`config.mk`:
```
export PLATFORM = sky130hd
export DESIGN_NAME = seq_divider
export DESIGN_NICKNAME = d
export VERILOG_FILES = /design/src/rtl/div_pkg.sv /design/src/rtl/seq_divider_step.sv /design/src/rtl/seq_divider.sv
export SDC_FILE = /design/constraint.sdc
export NUM_CORES = 1
export LEC_CHECK = 0
export ABC_AREA = 1
export CAP_MARGIN = 20
export CELL_PAD_IN_SITES_DETAIL_PLACEMENT = 1
export CELL_PAD_IN_SITES_GLOBAL_PLACEMENT = 2
export CORE_MARGIN = 5
export CORE_UTILIZATION = 34
export DETAILED_ROUTE_END_ITERATION = 12
export PLACE_DENSITY_LB_ADDON = 0.3
export SETUP_SLACK_MARGIN = 0.4
export SYNTH_ARGS = -nofsm -noshare
export SYNTH_HDL_FRONTEND = slang
export SYNTH_SLANG_ARGS = --single-unit
```
`constraint.sdc`:
```
create_clock -name clk -period 4.9 [get_ports clk]
set_clock_uncertainty 0.1 [all_clocks]
set_input_delay 0.98 -clock clk [delete_from_list [all_inputs] [get_ports clk]]
set_output_delay 0.98 -clock clk [all_outputs]
set_load 0.005 [all_outputs]
```
`src/rtl/div_pkg.sv`:
```
// Shared types and constants for the sequential divider and the ALU condition logic.
package div_pkg;

  localparam int DIV_N = 32;
  localparam int CNT_W = $clog2(DIV_N + 1);

  // Flag bit positions, common with the ALU flags word.
  localparam int FLAG_N = 3;
  localparam int FLAG_Z = 2;
  localparam int FLAG_C = 1;
  localparam int FLAG_V = 0;

  typedef enum logic [2:0] {
    IDLE  = 3'd0,
    CALC  = 3'd1,
    FIXUP = 3'd2,
    DZERO = 3'd3,
    DONE  = 3'd4
  } div_state_t;

endpackage

```
`src/rtl/seq_divider_step.sv`:
```
// One radix-2 restoring iteration: shift {rem, dvd} left, trial-subtract the divisor magnitude.
module div_step #(
  parameter int N = 32
) (
  input  logic [N-1:0] rem,
  input  logic [N-1:0] dvd,
  input  logic [N-1:0] dmag,
  output logic [N-1:0] rem_next,
  output logic [N-1:0] dvd_next,
  output logic         q_bit
);

  logic [N:0] shifted;
  logic [N:0] trial;

  // A set top bit in the shifted remainder already exceeds any N-bit divisor,
  // otherwise the sign bit of the N+1-bit difference decides.
  always_comb begin
    shifted  = {rem, dvd[N-1]};
    trial    = shifted - {1'b0, dmag};
    q_bit    = shifted[N] | ~trial[N];
    rem_next = q_bit ? trial[N-1:0] : shifted[N-1:0];
    dvd_next = {dvd[N-2:0], q_bit};
  end

endmodule

```
`src/rtl/seq_divider.sv`:
```
// Iterative restoring divider with start/done handshake, sign fixup and ALU-style flags.
module seq_divider
  import div_pkg::*;
#(
  parameter int N = DIV_N
) (
  input  logic         clk,
  input  logic         reset,
  input  logic         start,
  input  logic         signed_op,
  input  logic [N-1:0] dividend,
  input  logic [N-1:0] divisor,
  output logic         busy,
  output logic         done,
  output logic [N-1:0] quotient,
  output logic [N-1:0] remainder,
  output logic         div_by_zero,
  output logic [3:0]   flags,
  output div_state_t   fsm_state
);

  // Handshake: start is taken on any rising edge where the state is IDLE or
  // DONE; busy covers CALC/FIXUP/DZERO; done is high for the DONE cycle only.

  localparam int CW = $clog2(N + 1);

  div_state_t     state, state_next;
  logic           load, step, fix_write, dz_write;
  logic [N-1:0]   rem, dvd, dmag, dvd_raw;
  logic [CW-1:0]  cnt;
  logic           neg_q, neg_r;
  logic [N-1:0]   rem_next, dvd_next;
  logic           q_bit;
  logic [N-1:0]   a_mag, b_mag;
  logic [N-1:0]   q_fix, r_fix, res_q, res_r;
  logic [3:0]     res_flags;

  div_step #(.N(N)) u_step (
    .rem      (rem),
    .dvd      (dvd),
    .dmag     (dmag),
    .rem_next (rem_next),
    .dvd_next (dvd_next),
    .q_bit    (q_bit)
  );

  always_ff @(posedge clk) begin
    if (reset) state <= IDLE;
    else       state <= state_next;
  end

  always_comb begin
    state_next = state;
    load       = 1'b0;
    step       = 1'b0;
    fix_write  = 1'b0;
    dz_write   = 1'b0;
    unique case (state)
      IDLE, DONE: begin
        if (start) begin
          load       = 1'b1;
          state_next = (divisor == '0) ? DZERO : CALC;
        end else begin
          state_next = IDLE;
        end
      end
      CALC: begin
        step = 1'b1;
        if (cnt == CW'(1)) state_next = FIXUP;
      end
      FIXUP: begin
        fix_write  = 1'b1;
        state_next = DONE;
      end
      DZERO: begin
        dz_write   = 1'b1;
        state_next = DONE;
      end
      default: state_next = IDLE;
    endcase
  end

  assign busy      = (state == CALC) || (state == FIXUP) || (state == DZERO);
  assign done      = (state == DONE);
  assign fsm_state = state;

  // The most-negative value negates to itself, which is its correct unsigned magnitude.
  assign a_mag = (signed_op && dividend[N-1]) ? -dividend : dividend;
  assign b_mag = (signed_op && divisor[N-1])  ? -divisor  : divisor;

  always_ff @(posedge clk) begin
    if (reset) begin
      rem     <= '0;
      dvd     <= '0;
      dmag    <= '0;
      dvd_raw <= '0;
      cnt     <= '0;
      neg_q   <= 1'b0;
      neg_r   <= 1'b0;
    end else if (load) begin
      rem     <= '0;
      dvd     <= a_mag;
      dmag    <= b_mag;
      dvd_raw <= dividend;
      cnt     <= CW'(N);
      neg_q   <= signed_op & (dividend[N-1] ^ divisor[N-1]);
      neg_r   <= signed_op & dividend[N-1];
    end else if (step) begin
      rem <= rem_next;
      dvd <= dvd_next;
      cnt <= cnt - CW'(1);
    end
  end

  always_comb begin
    q_fix = neg_q ? -dvd : dvd;
    r_fix = neg_r ? -rem : rem;
    res_q = q_fix;
    res_r = r_fix;
    if (dz_write) begin
      res_q = '1;
      res_r = dvd_raw;
    end
    res_flags         = '0;
    res_flags[FLAG_N] = res_q[N-1];
    res_flags[FLAG_Z] = (res_q == '0);
    res_flags[FLAG_C] = 1'b0;
    res_flags[FLAG_V] = 1'b0;
  end

  // Results change only on entry to DONE, so the previous result stays readable while busy.
  always_ff @(posedge clk) begin
    if (reset) begin
      quotient    <= '0;
      remainder   <= '0;
      div_by_zero <= 1'b0;
      flags       <= 4'b0100;
    end else if (fix_write || dz_write) begin
      quotient    <= res_q;
      remainder   <= res_r;
      div_by_zero <= dz_write;
      flags       <= res_flags;
    end
  end

endmodule

```
* After elaboration in Yosys (flattened, before gate mapping) *
Index checks and enable logic that the tools add are counted.

word-level totals
  bits in registers = 206
  bits of input ports = 68
  output and inout port bits = 74
  word-level logic and storage cells = 62

operators by class
  add/sub/neg operators = 6
  eq/ne operators = 6
  muxes and demuxes = 20
  bitwise gates (word level) = 5
  reduce and logical (&&, ||, !) cells = 12

operators with widths
  cell                                              count
  2-to-1 mux 32 bit                                 9
  negation 32 bit                                   4
  zero test 32 bit                                  2
  subtractor 33 x 32 -> 33 bit                      1
  2-to-1 mux 6 bit                                  2
  one-hot mux 3 bit (3 select lines)                1
  == test 3 x 2 -> 1 bit, second input constant     2
  == test 6 x 1 -> 1 bit, second input constant     1
  OR reduction 2 bit                                3
  subtractor 6 x 1 -> 6 bit, second input constant  1
  2-to-1 mux 1 bit                                  5
  2-to-1 mux 2 bit                                  2
  == test 3 x 1 -> 1 bit, second input constant     1
  == test 3 bit, second input constant              1
  zero test 3 bit                                   1
  logical OR 1 bit                                  3
  2-to-1 mux 3 bit                                  1
  AND 1 bit                                         2
  logical AND 1 bit                                 2
  != test 2 bit, second input constant              1
  nonzero test 2 bit                                1
  NOT 1 bit                                         1
  OR 1 bit                                          1
  XOR 1 bit                                         1

* Depth between registers and ports, before layout *
Gate-level depths: netlist of run 1.

  depth in word-level cells = 5
  depth in mapped cells = 17
  gate-level depth less buffers = 17

* Modules after synthesis *
From an unflattened synthesis of run 1, not the netlist that was laid out.

unflattened totals
  cells, all modules = 2410
  area total of the unflattened synthesis = 14620.3 um2

modules (own cells, without submodules)
  module       times used  cells an instance  area an instance (um2)  seq. area each (um2)
  seq_divider  1           1706               11250.8                 4103.9
  div_step     1           704                3369.5                  0.0

* Least setup slack after synthesis of run 1 *
Ideal clock, no wire load.

  kind = input to register
  start point = input dividend[1]
  end point = register dvd[26]
  setup time = 111 ps
  arrival = 2285 ps
  data required time = 4689 ps
  slack = 2404 ps
  stages on the path = 13
  buffers on the path = 0
  cell sequence = inv_1 ha_1 nand4_1 nor3_2 nand3_1 nand2_1 nand2_1 a21oi_2 nand2_1 nand2_1 nand3_1 nand3_1 inv_1

on the way
  cells in the longest elaborated chain, start to end = 3

RTL lines
  what                  line                RTL
  from (decl)           seq_divider.sv:11   input logic [N-1:0] dividend,
  negation 32 bit       seq_divider.sv:88   assign a_mag = (signed_op && dividend[N-1]) ? -dividend : dividend;
  2-to-1 mux 32 bit     seq_divider.sv:88
  2-to-1 mux 32 bit     seq_divider.sv:100  end else if (load) begin
  to (signal assigned)  seq_divider.sv:102  dvd <= a_mag;
  to (signal assigned)  seq_divider.sv:110  dvd <= dvd_next;
  to (decl)             seq_divider.sv:29   logic [N-1:0] rem, dvd, dmag, dvd_raw;

Every way passes these cells.
A chain may end at the register's enable or synchronous reset.

* Worst setup path after layout of run 1 *
  start point = register state[0] (netlist: fsm_state[0])
  end point = output busy

on the way
  cells in the longest elaborated chain, start to end = 3
  elaborated cells on any way between the ends = 5
  those cells by class = 3 x eq/ne; 2 x reduce/logical

RTL lines
  what                                                                     line               RTL
  from (decl)                                                              seq_divider.sv:27  div_state_t state, state_next;
  from (signal assigned)                                                   seq_divider.sv:49  else state <= state_next;
  == test 3 x 1 -> 1 bit / == test 3 x 2 -> 1 bit (equally long branches)  seq_divider.sv:83  assign busy = (state == CALC) || (state == FIXUP) || (state == DZERO);
  logical OR 1 bit                                                         seq_divider.sv:83
  logical OR 1 bit *                                                       seq_divider.sv:83
  to (decl)                                                                seq_divider.sv:13  output logic busy,

Every way passes the cells marked *; elsewhere a longest branch is shown, timed or not.

==> flow_summary.yaml, run 1 <==
clock_tree:
  clk_path_buf_depth: 3
  cts_root_buffer: "clkbuf_16"
  cts_setup_buffers: 0
  tritoncts: "done"
  cts_resized: 0
  htreeDepth: 1
  clk_latency_ns: 0.54
  cts_made_buffers: 27
  hold_buffers: 0
  clkSinkCount: 205
  clk_pin_slew_ns: 0.06
finish:
  multiInputGateArea_mm2: 0.008120
  nNetsFinal: 2327
  num_antenna_cells: 0
  drive_gt1_share_pct: 5.675
  fillers: 5182
  layout_commonest_cell: "nand2_1"
  layout_common_cells: "nand2_1, inv_1, nor2_1"
  instances_no_fill: 2763
  register_area_mm2: 0.004104
  syn2layout_area_growth_pct: 20.31
pwr:
  ir_drop_uv: 196.2
  p_sw_uw: 2048
  p_per_area_mw_per_mm2: 348.3
  finalPower_uw: 5666
  p_comb_share_pct: 30.0
  switching_share_pct: 36.15
  intPower_uw: 3618
  leakage_uw: 0.007241
  seq_power_share_pct: 33.4
  clock_power_share_pct: 36.5
placement:
  gp_congestion: 0.9194
  port_buffers: 139
  dp_slack_ns: 1.197
  dpl.cell_count: 2716
  dp_hpwl_um: 43440
worst_hold_path:
  hp-start: "remainder[14]$_SDFFE_PP0P_"
  min_to: "remainder[14]$_SDFFE_PP0P_"
  hold_depth: 2
  hold_path.class: "register to register"
route:
  avgRoutedWirePerCell_um: 20.01
  viasPerCell: 5.349
  routed_wl_um: 55290
  drt_iter0_drc: 784
  ant_nets: 0
  firstDrtPassIters: 5
  drc: 0
  via_count: 14780
setup_path:
  critPathRequiredTime_ns: 3.82
  path_class: "register to output pin"
  endpoint_kind: "output pin"
  setup.worst_path.start_class: "register"
  rr_endpoint: "rem[27]$_SDFFE_PP0P_"
  cp_max_fo: 21
  r2r_start: "dvd[31]$_SDFFE_PP0P_"
  arrival_ns: 2.34
  reg2reg_slack_ns: 1.53
  r2r_cells: 15
logic_synthesis:
  synth-compound-area-share_pct: 20.43
  ys_ff_latch: 205
  yosys_warnings: 0
  syn_area_mm2: 0.01352
  synth_top_family_by_area: "simple AND/OR/NAND/NOR gates"
  synth_cells: 2121
  yosys.area_share.adder_pct: 3.664
  synthDistinctLibCells: 55
  synth-simple-area-share_pct: 33.56
  muxShareOfSynthArea_pct: 0
  synth_seq_area_share_pct: 30.35
  synth_xor_area_share_pct: 2.202
  async_reset_ff_share_pct: 0
  synth.avg_cell_area_um2: 6.376
  synthFlopType: "dfxtp_1"
  synth-edff-count: 0
floorplanning:
  die_width_um: 209.4
  start_util_pct: 34.19
  rows: 73
  dieHeight_um: 209.4
  die_area_mm2: 0.04386
  core_area_mm2: 0.03955
  io_pins: 142
timing:
  timing.final.ws_setup_ns: 1.485
  fin_crit_sh_pct: 69.70
  rsz0062_at_grt: "no"
  max_slew_margin_pct: 32.50
  fmax_mhz: 292.8
  fin_crit_ns: 3.415
  whs_ns: 0.3533
  setup_tns_ns: 0
  setup_viol: 0
  hold_viol_final: 0
  tightest_slew_ns: 1.011
  final-max-slew-violation-count: 0
global_route:
  grt_max_degree: 62
  gr-total-overflow: 0
  antenna_found_initial: 0
  grt_pass1_vias: 15290
  grt_pass1_wl_um: 85680
  grt_usage_pct: 24.29
flow_run:
  drv_cap: 0
outcome:
  status: "finished, final reports clean"
==> registers in the layout, indices dropped and copies added (netlist names) <==
name	flops
cnt	6
fsm_state	3
quotient	32
dmag	32
rem	32
remainder	32
dvd_raw	32
flags	1
dvd	32
neg_q	1
div_by_zero	1
neg_r	1
==> power by group through the flow <==
stage                     logic [µW]  registers (µW)  clock network, µW
after floorplan                 1140            1880                  0
after global placement          1670            1920                  0
after detailed placement        1700            1930                  0
after CTS                       1710            1890               2110
after global routing            1890            1910               2180
final                           1700            1890               2070
==> layer usage <==
layer	share of wire, %	global-route usage [%]	routed length (µm)
met2	49	43.33	27070
met1	43	29.90	23920
met5	0	0	0
met4	4.5	9.428	2495
met3	3.3	2.810	1799
==> worst max-delay path, cell delays in order (launching register included) <==
cell             delay [ns]
dfxtp_1                0.99
nor2_1                 0.17
nor2_1                 0.13
clkdlybuf4s50_1        0.51
==> worst max path at each step <==
stage | start | to | slack (ns) | cells past startpoint
2_1_floorplan | dividend[1] | dvd[26]$_SDFFE_PP0P_ | 2.40 | 13
3_3_place_gp | divisor[0] | fsm_state[1]$_SDFFE_PP0P_ | 1.25 | 11
3_5_place_dp | signed_op | dvd[26]$_SDFFE_PP0P_ | 1.20 | 11
4_1_cts | fsm_state[0]$_SDFFE_PP0P_ | busy | 1.46 | 3
5_1_grt | dvd[31]$_SDFFE_PP0P_ | rem[27]$_SDFFE_PP0P_ | 1.25 | 15
6_report | fsm_state[0]$_SDFFE_PP0P_ | busy | 1.48 | 3
==> layout make-up <==
cell class / count / share of cell area [%]
Tap cell: 525 / 4.038
Multi-Input combinational cell: 1586 / 49.91
Sequential cell: 205 / 25.22
Timing Repair Buffer: 160 / 9.598
Clock buffer: 39 / 4.922
Clock inverter: 8 / 0.7691
Inverter: 240 / 5.537
==> kinds of logic (layout without fill, tap and decap cells) <==
family                     Yosys count  count (layout)
AOI/OAI and AO/OA                  493             493
xor gates and xnor gates            34              34
adders and majority gates           39              39
buffers and inverters              331             447
DFF                                205             205
other                                1               2
and+or+nand+nor                   1018            1018
==> through the flow <==
| stage | utilization, % | cell area (µm²) |
|---|---|---|
| finish | 41.14 | 16270 |
| floorplan | - | 13530 |
| CTS | 41.14 | 16270 |
| global placement | 38.80 | 15340 |
| global route | 41.14 | 16270 |
| detailed placement | 38.80 | 15340 |
==> synthesized netlist by cell type, types with 21 or more instances <==
cell,number,share of area [%]
a21oi_1,171,6.3
buf_2,21,0.78
clkbuf_1,53,1.5
dfxtp_1,205,30
ha_1,38,3.5
inv_1,233,6.5
nand2_1,463,13
nand3_1,189,7.0
nand4_1,30,1.4
nor2_1,214,5.9
nor3_1,44,1.6
o21ai_0,204,7.5
Note: power is estimated with default switching activity, not from simulation.
==> run 2, diff against run 1 <==
--- a/config.mk
+++ b/config.mk
@@ -10,7 +10,7 @@
 export CELL_PAD_IN_SITES_DETAIL_PLACEMENT = 1
 export CELL_PAD_IN_SITES_GLOBAL_PLACEMENT = 2
 export CORE_MARGIN = 5
-export CORE_UTILIZATION = 34
+export CORE_UTILIZATION = 31
 export DETAILED_ROUTE_END_ITERATION = 12
 export PLACE_DENSITY_LB_ADDON = 0.3
 export SETUP_SLACK_MARGIN = 0.4
==> constraint.sdc (replaced) <==
create_clock -name clk -period 3.2 [get_ports clk]
set_clock_uncertainty 0.1 [all_clocks]
set_input_delay 0.64 -clock clk [delete_from_list [all_inputs] [get_ports clk]]
set_output_delay 0.64 -clock clk [all_outputs]
set_load 0.005 [all_outputs]
==> run 2 against run 1 <==
Compared with the run above:
- non-clock buffer count is 37 higher
- sequential power is 52% higher
- cell count is 3.7% higher
- global-route usage is 1.1 points lower
- critical path depth is 13 higher
- hold slack worse by 0.00070 ns
- via count is 0.27% higher
- wire length is 3.3% higher
- critical endpoint is now flags[2]$_SDFFE_PP1P_
- total power is 58% higher
- combinational power is 61% higher
- clock power is 62% higher
==> flow_summary.yaml, run 2 (synthesized netlist as in run 1, its figures left out) <==
outcome:
  status: "finished, final reports clean"
timing:
  fin_crit_sh_pct: 85.05
  timing.final.ws_setup_ns: 0.4785
  final-max-slew-violation-count: 0
  setup_viol: 0
  setup_tns_ns: 0
  hold_viol_final: 0
  tightest_slew_ns: 0.8208
  rsz0062_at_grt: "no"
  max_slew_margin_pct: 44.70
  fmax_mhz: 367.4
  fin_crit_ns: 2.722
finish:
  syn2layout_area_growth_pct: 24.32
  nNetsFinal: 2365
  instances_no_fill: 2864
  num_antenna_cells: 0
  drive_gt1_share_pct: 7.723
  final_util_pct: 39.03
  layout_common_cells: "nand2_1, inv_1, nor2_1"
  layout_commonest_cell: "nand2_1"
setup_path:
  path_class: "register to register"
  setup.worst_path.start_class: "register"
  critPathRequiredTime_ns: 3.60
  arrival_ns: 3.12
  cp_max_fo: 5
  endpoint_kind: "register"
route:
  firstDrtPassIters: 4
  routed_wl_um: 57110
  drt_iter0_drc: 917
  via_count: 14820
  ant_nets: 0
  avgRoutedWirePerCell_um: 19.94
  viasPerCell: 5.175
  drc: 0
floorplanning:
  die_width_um: 218.9
  dieHeight_um: 218.9
  io_pins: 142
  core_area_mm2: 0.04308
  start_util_pct: 31.39
  die_area_mm2: 0.04790
  rows: 76
placement:
  dpl.cell_count: 2810
  dp_slack_ns: 0.1092
  dp_hpwl_um: 45570
  port_buffers: 139
  gp_congestion: 0.9199
global_route:
  antenna_found_initial: 0
  grt_max_degree: 62
  grt_pass1_vias: 15120
  use_met1_pct: 28.80
  gr-max-usage-layer: "met2"
  use_met2_pct: 41.61
  grt_pass1_wl_um: 87850
  grt_usage_pct: 23.18
  gr-total-overflow: 0
  grt.met3_usage_pct: 2.621
flow_run:
  drv_cap: 0
pwr:
  p_sw_uw: 3232
  leakage_uw: 0.007472
  p_comb_share_pct: 30.5
  finalPower_uw: 8978
  switching_share_pct: 36.00
  clock_power_share_pct: 37.3
  p_per_area_mw_per_mm2: 534.0
  ir_drop_uv: 368.2
  intPower_uw: 5746
  seq_power_share_pct: 32.1
clock_tree:
  clk_path_buf_depth: 3
  clk_latency_ns: 0.56
  cts_made_buffers: 28
  htreeDepth: 1
  clkSinkCount: 205
  hold_buffers: 0
  tritoncts: "done"
  cts_root_buffer: "clkbuf_16"
  clk_pin_slew_ns: 0.06
worst_hold_path:
  hold_path.class: "register to register"
==> run 2: cell count changes in the layout (fill, tap and decap cells not counted), sizes merged <==
cell / delta
bufinv: +1
buf: +36
clkinvlp: +1
inv: -1
clkinv: +4
==> run 2: final timing paths <==
path | endpoint | depth (start not counted) | slack (ns) | start
max | flags[2]$_SDFFE_PP1P_ | 16 | 0.48 | dvd[0]$_SDFFE_PP0P_
min | remainder[10]$_SDFFE_PP0P_ | 2 | 0.35 | remainder[10]$_SDFFE_PP0P_
max reg2reg | flags[2]$_SDFFE_PP1P_ | 16 | 0.48 | dvd[0]$_SDFFE_PP0P_
min reg2reg | remainder[10]$_SDFFE_PP0P_ | 2 | 0.35 | remainder[10]$_SDFFE_PP0P_
==> run 2: critical path, stage by stage (launching register included) <==
cell and delay, ns:
dfxtp_1 0.33, inv_1 0.13, ha_1 0.21, nand3_2 0.11
nor2_2 0.21, nand2_2 0.11, nand2_1 0.21, nand3_1 0.14
nand2_1 0.08, nand2_1 0.06, nor2_1 0.24, nand2_1 0.08
nor2_1 0.09, nand2_1 0.06, nor2_1 0.22, nand3_1 0.18
nand2_1 0.10
==> run 2: cell type report <==
cell class,count,area [µm²]
Clock buffer,38,809.5
Clock inverter,13,180.2
Fill cell,5582,26260
Inverter,240,900.9
Multi-Input combinational cell,1586,8144
Sequential cell,205,4106
Tap cell,585,732.0
Timing Repair Buffer,197,1939
==> run 2: through the flow <==
stage	hold slack [ns]	cell area, µm²
2_1_floorplan	0.3222	13530
3_3_place_gp	0.3363	15740
3_5_place_dp	0.3441	15740
4_1_cts	0.3565	16730
5_1_grt	0.3710	16810
6_report	0.3526	16810
==> run 2: what timing repair did <==
action | in CTS | in global routing
buffers inserted | 0 | 1
cloned | 0 | 1
pin swaps | 0 | 2
endpoints found under the setup margin | 3 | 34
resized for setup | 1 | 8
==> run 2: power groups by stage <==
| stage | combinational [µW] | sequential [µW] | clock [µW] |
|---|---|---|---|
| 6_report | 2740 | 2880 | 3350 |
| 5_1_grt | 3040 | 2910 | 3540 |
| 4_1_cts | 2730 | 2880 | 3430 |
| 3_5_place_dp | 2710 | 2940 | 0 |
| 3_3_place_gp | 2670 | 2930 | 0 |
| 2_1_floorplan | 1750 | 2880 | 0 |
==> run 2: routing by layer <==
layer	up-vias	share of wire (%)
met5	-	0
met4	0	3.7
met3	93	3.7
met2	295	49
met1	7049	43
li1	7383	-
==> run 3, diff against run 2 <==
--- a/config.mk
+++ b/config.mk
@@ -12,6 +12,7 @@
 export CORE_MARGIN = 5
 export CORE_UTILIZATION = 31
 export DETAILED_ROUTE_END_ITERATION = 12
+export MAX_ROUTING_LAYER = met4
 export PLACE_DENSITY_LB_ADDON = 0.3
 export SETUP_SLACK_MARGIN = 0.4
 export SYNTH_ARGS = -nofsm -noshare
==> run 3 against run 2 <==
Compared with the run above:
- combinational power about the same
- clock-buffer cell count up 3
- design area down 0.43%
- largest cell class unchanged
- cell count unchanged
- register-to-register slack better by 0.05 ns
- worst setup slack better by 0.050 ns
- critical path type unchanged
- clock power down 4%
- first-iteration DRC count down 11%
- flip-flop and latch count unchanged
- via count up 0.61%
==> flow_summary.yaml, run 3 (synthesized netlist as in run 1, its figures left out) <==
outcome:
  status: "finished, final reports clean"
timing:
  fin_crit_ns: 2.671
  final-max-slew-violation-count: 0
  max_slew_margin_pct: 47.13
  setup_viol: 0
  fin_crit_sh_pct: 83.48
  tightest_slew_ns: 0.7848
  timing.final.ws_setup_ns: 0.5285
  fmax_mhz: 374.3
  setup_tns_ns: 0
  hold_viol_final: 0
  rsz0062_at_grt: "no"
pwr:
  ir_drop_uv: 384.3
  leakage_uw: 0.007439
  finalPower_uw: 8855
  seq_power_share_pct: 32.6
  p_sw_uw: 3250
  p_comb_share_pct: 31.1
  p_per_area_mw_per_mm2: 529.0
  clock_power_share_pct: 36.3
  switching_share_pct: 36.71
  intPower_uw: 5604
global_route:
  grt_pass1_vias: 15230
  antenna_found_initial: 1
  grt_max_degree: 62
  gr-total-overflow: 0
  grt_usage_pct: 23.98
  grt_pass1_wl_um: 88580
finish:
  layout_common_cells: "nand2_1, inv_1, nor2_1"
  nNetsFinal: 2364
  drive_gt1_share_pct: 7.726
  layout_commonest_cell: "nand2_1"
  instances_no_fill: 2864
  syn2layout_area_growth_pct: 23.79
route:
  avgRoutedWirePerCell_um: 20.06
  viasPerCell: 5.206
  drc: 0
  routed_wl_um: 57440
  drt_iter0_drc: 816
  ant_nets: 0
  firstDrtPassIters: 5
  via_count: 14910
floorplanning:
  start_util_pct: 31.39
  die_area_mm2: 0.04790
  die_width_um: 218.9
  core_area_mm2: 0.04308
  rows: 76
  dieHeight_um: 218.9
  io_pins: 142
setup_path:
  arrival_ns: 3.00
  path_class: "register to register"
  r2r_start: "rem[15]$_SDFFE_PP0P_"
  critPathRequiredTime_ns: 3.52
  endpoint_kind: "register"
  startpoint: "rem[15]$_SDFFE_PP0P_"
  cp_max_fo: 6
  setup.worst_path.start_class: "register"
placement:
  dp_slack_ns: 0.1275
  port_buffers: 139
  dpl.cell_count: 2808
  gp_congestion: 0.9386
  dp_hpwl_um: 45480
clock_tree:
  clkSinkCount: 205
  hold_buffers: 0
  htreeDepth: 1
  cts_made_buffers: 28
  cts_root_buffer: "clkbuf_16"
  clk_latency_ns: 0.56
  clk_path_buf_depth: 3
  clk_pin_slew_ns: 0.06
  tritoncts: "done"
worst_hold_path:
  hold_path.class: "register to register"
  hp-start: "quotient[15]$_SDFFE_PP0P_"
flow_run:
  drv_cap: 0
==> run 3: changes by cell type in the layout (fill, tap and decap cells not counted), sizes merged <==
cell	delta
clkbuf	+3
bufinv	-2
buf	-1
diode	+1
inv	-1
==> run 3: routing by layer <==
layer  track usage (%)  routed length (µm)
met1             29.70               25150
met2             40.97               28030
met4             8.143                2290
met5                 -                   0
met3             2.497                1973
==> run 3: final timing paths <==
check / endpoint / slack, ns / cells past startpoint
max: rem[18]$_SDFFE_PP0P_ / 0.53 / 11
min: quotient[15]$_SDFFE_PP0P_ / 0.35 / 2
max reg2reg: rem[18]$_SDFFE_PP0P_ / 0.53 / 11
min reg2reg: quotient[15]$_SDFFE_PP0P_ / 0.35 / 2
==> run 3: cell type report <==
class / count / area [µm²]
inverter: 240 / 900.9
timing repair buffer: 196 / 1912
multi-input combinational: 1586 / 8143
clock buffer: 41 / 830.8
clock inverter: 10 / 108.9
fill: 5550 / 26340
antenna: 1 / 2.502
sequential: 205 / 4110
tap: 585 / 732.0
==> run 3: per-stage QoR <==
step	hold WS [ns]	utilization, %	cell area [µm²]
global route	0.3701	38.86	16740
detailed placement	0.3446	36.47	15710
floorplan	0.3222	-	13530
global placement	0.3384	36.47	15710
finish	0.3529	38.86	16740
CTS	0.3554	38.65	16650
==> run 3: worst max-delay path, stage by stage, from the launching register on <==
cell and delay [ns]:
dfxtp_1 0.41, ha_1 0.42, nand2_1 0.12, inv_1 0.06, nand2_1 0.08, nor3_1 0.51
nand4_1 0.27, nand3_1 0.20, xnor2_1 0.14, nand2_1 0.08, nand3_1 0.07, a21oi_1 0.07
==> run 3: repair_timing <==
action | 4_1_cts | 5_1_grt
resized for setup | 1 | 11
setup buffers | 0 | 2
pin swaps | 0 | 1
endpoints found under the setup margin | 9 | 34
hold endpoints to repair | 0 | 0
cloned | 0 | 1
==> run 3: power groups by stage <==
stage | Combinational [µW] | Clock, µW | Sequential (µW)
6_report | 2760 | 3210 | 2890
5_1_grt | 3060 | 3390 | 2910
4_1_cts | 2730 | 3280 | 2890
3_5_place_dp | 2710 | 0 | 2940
3_3_place_gp | 2670 | 0 | 2940
2_1_floorplan | 1750 | 0 | 2880
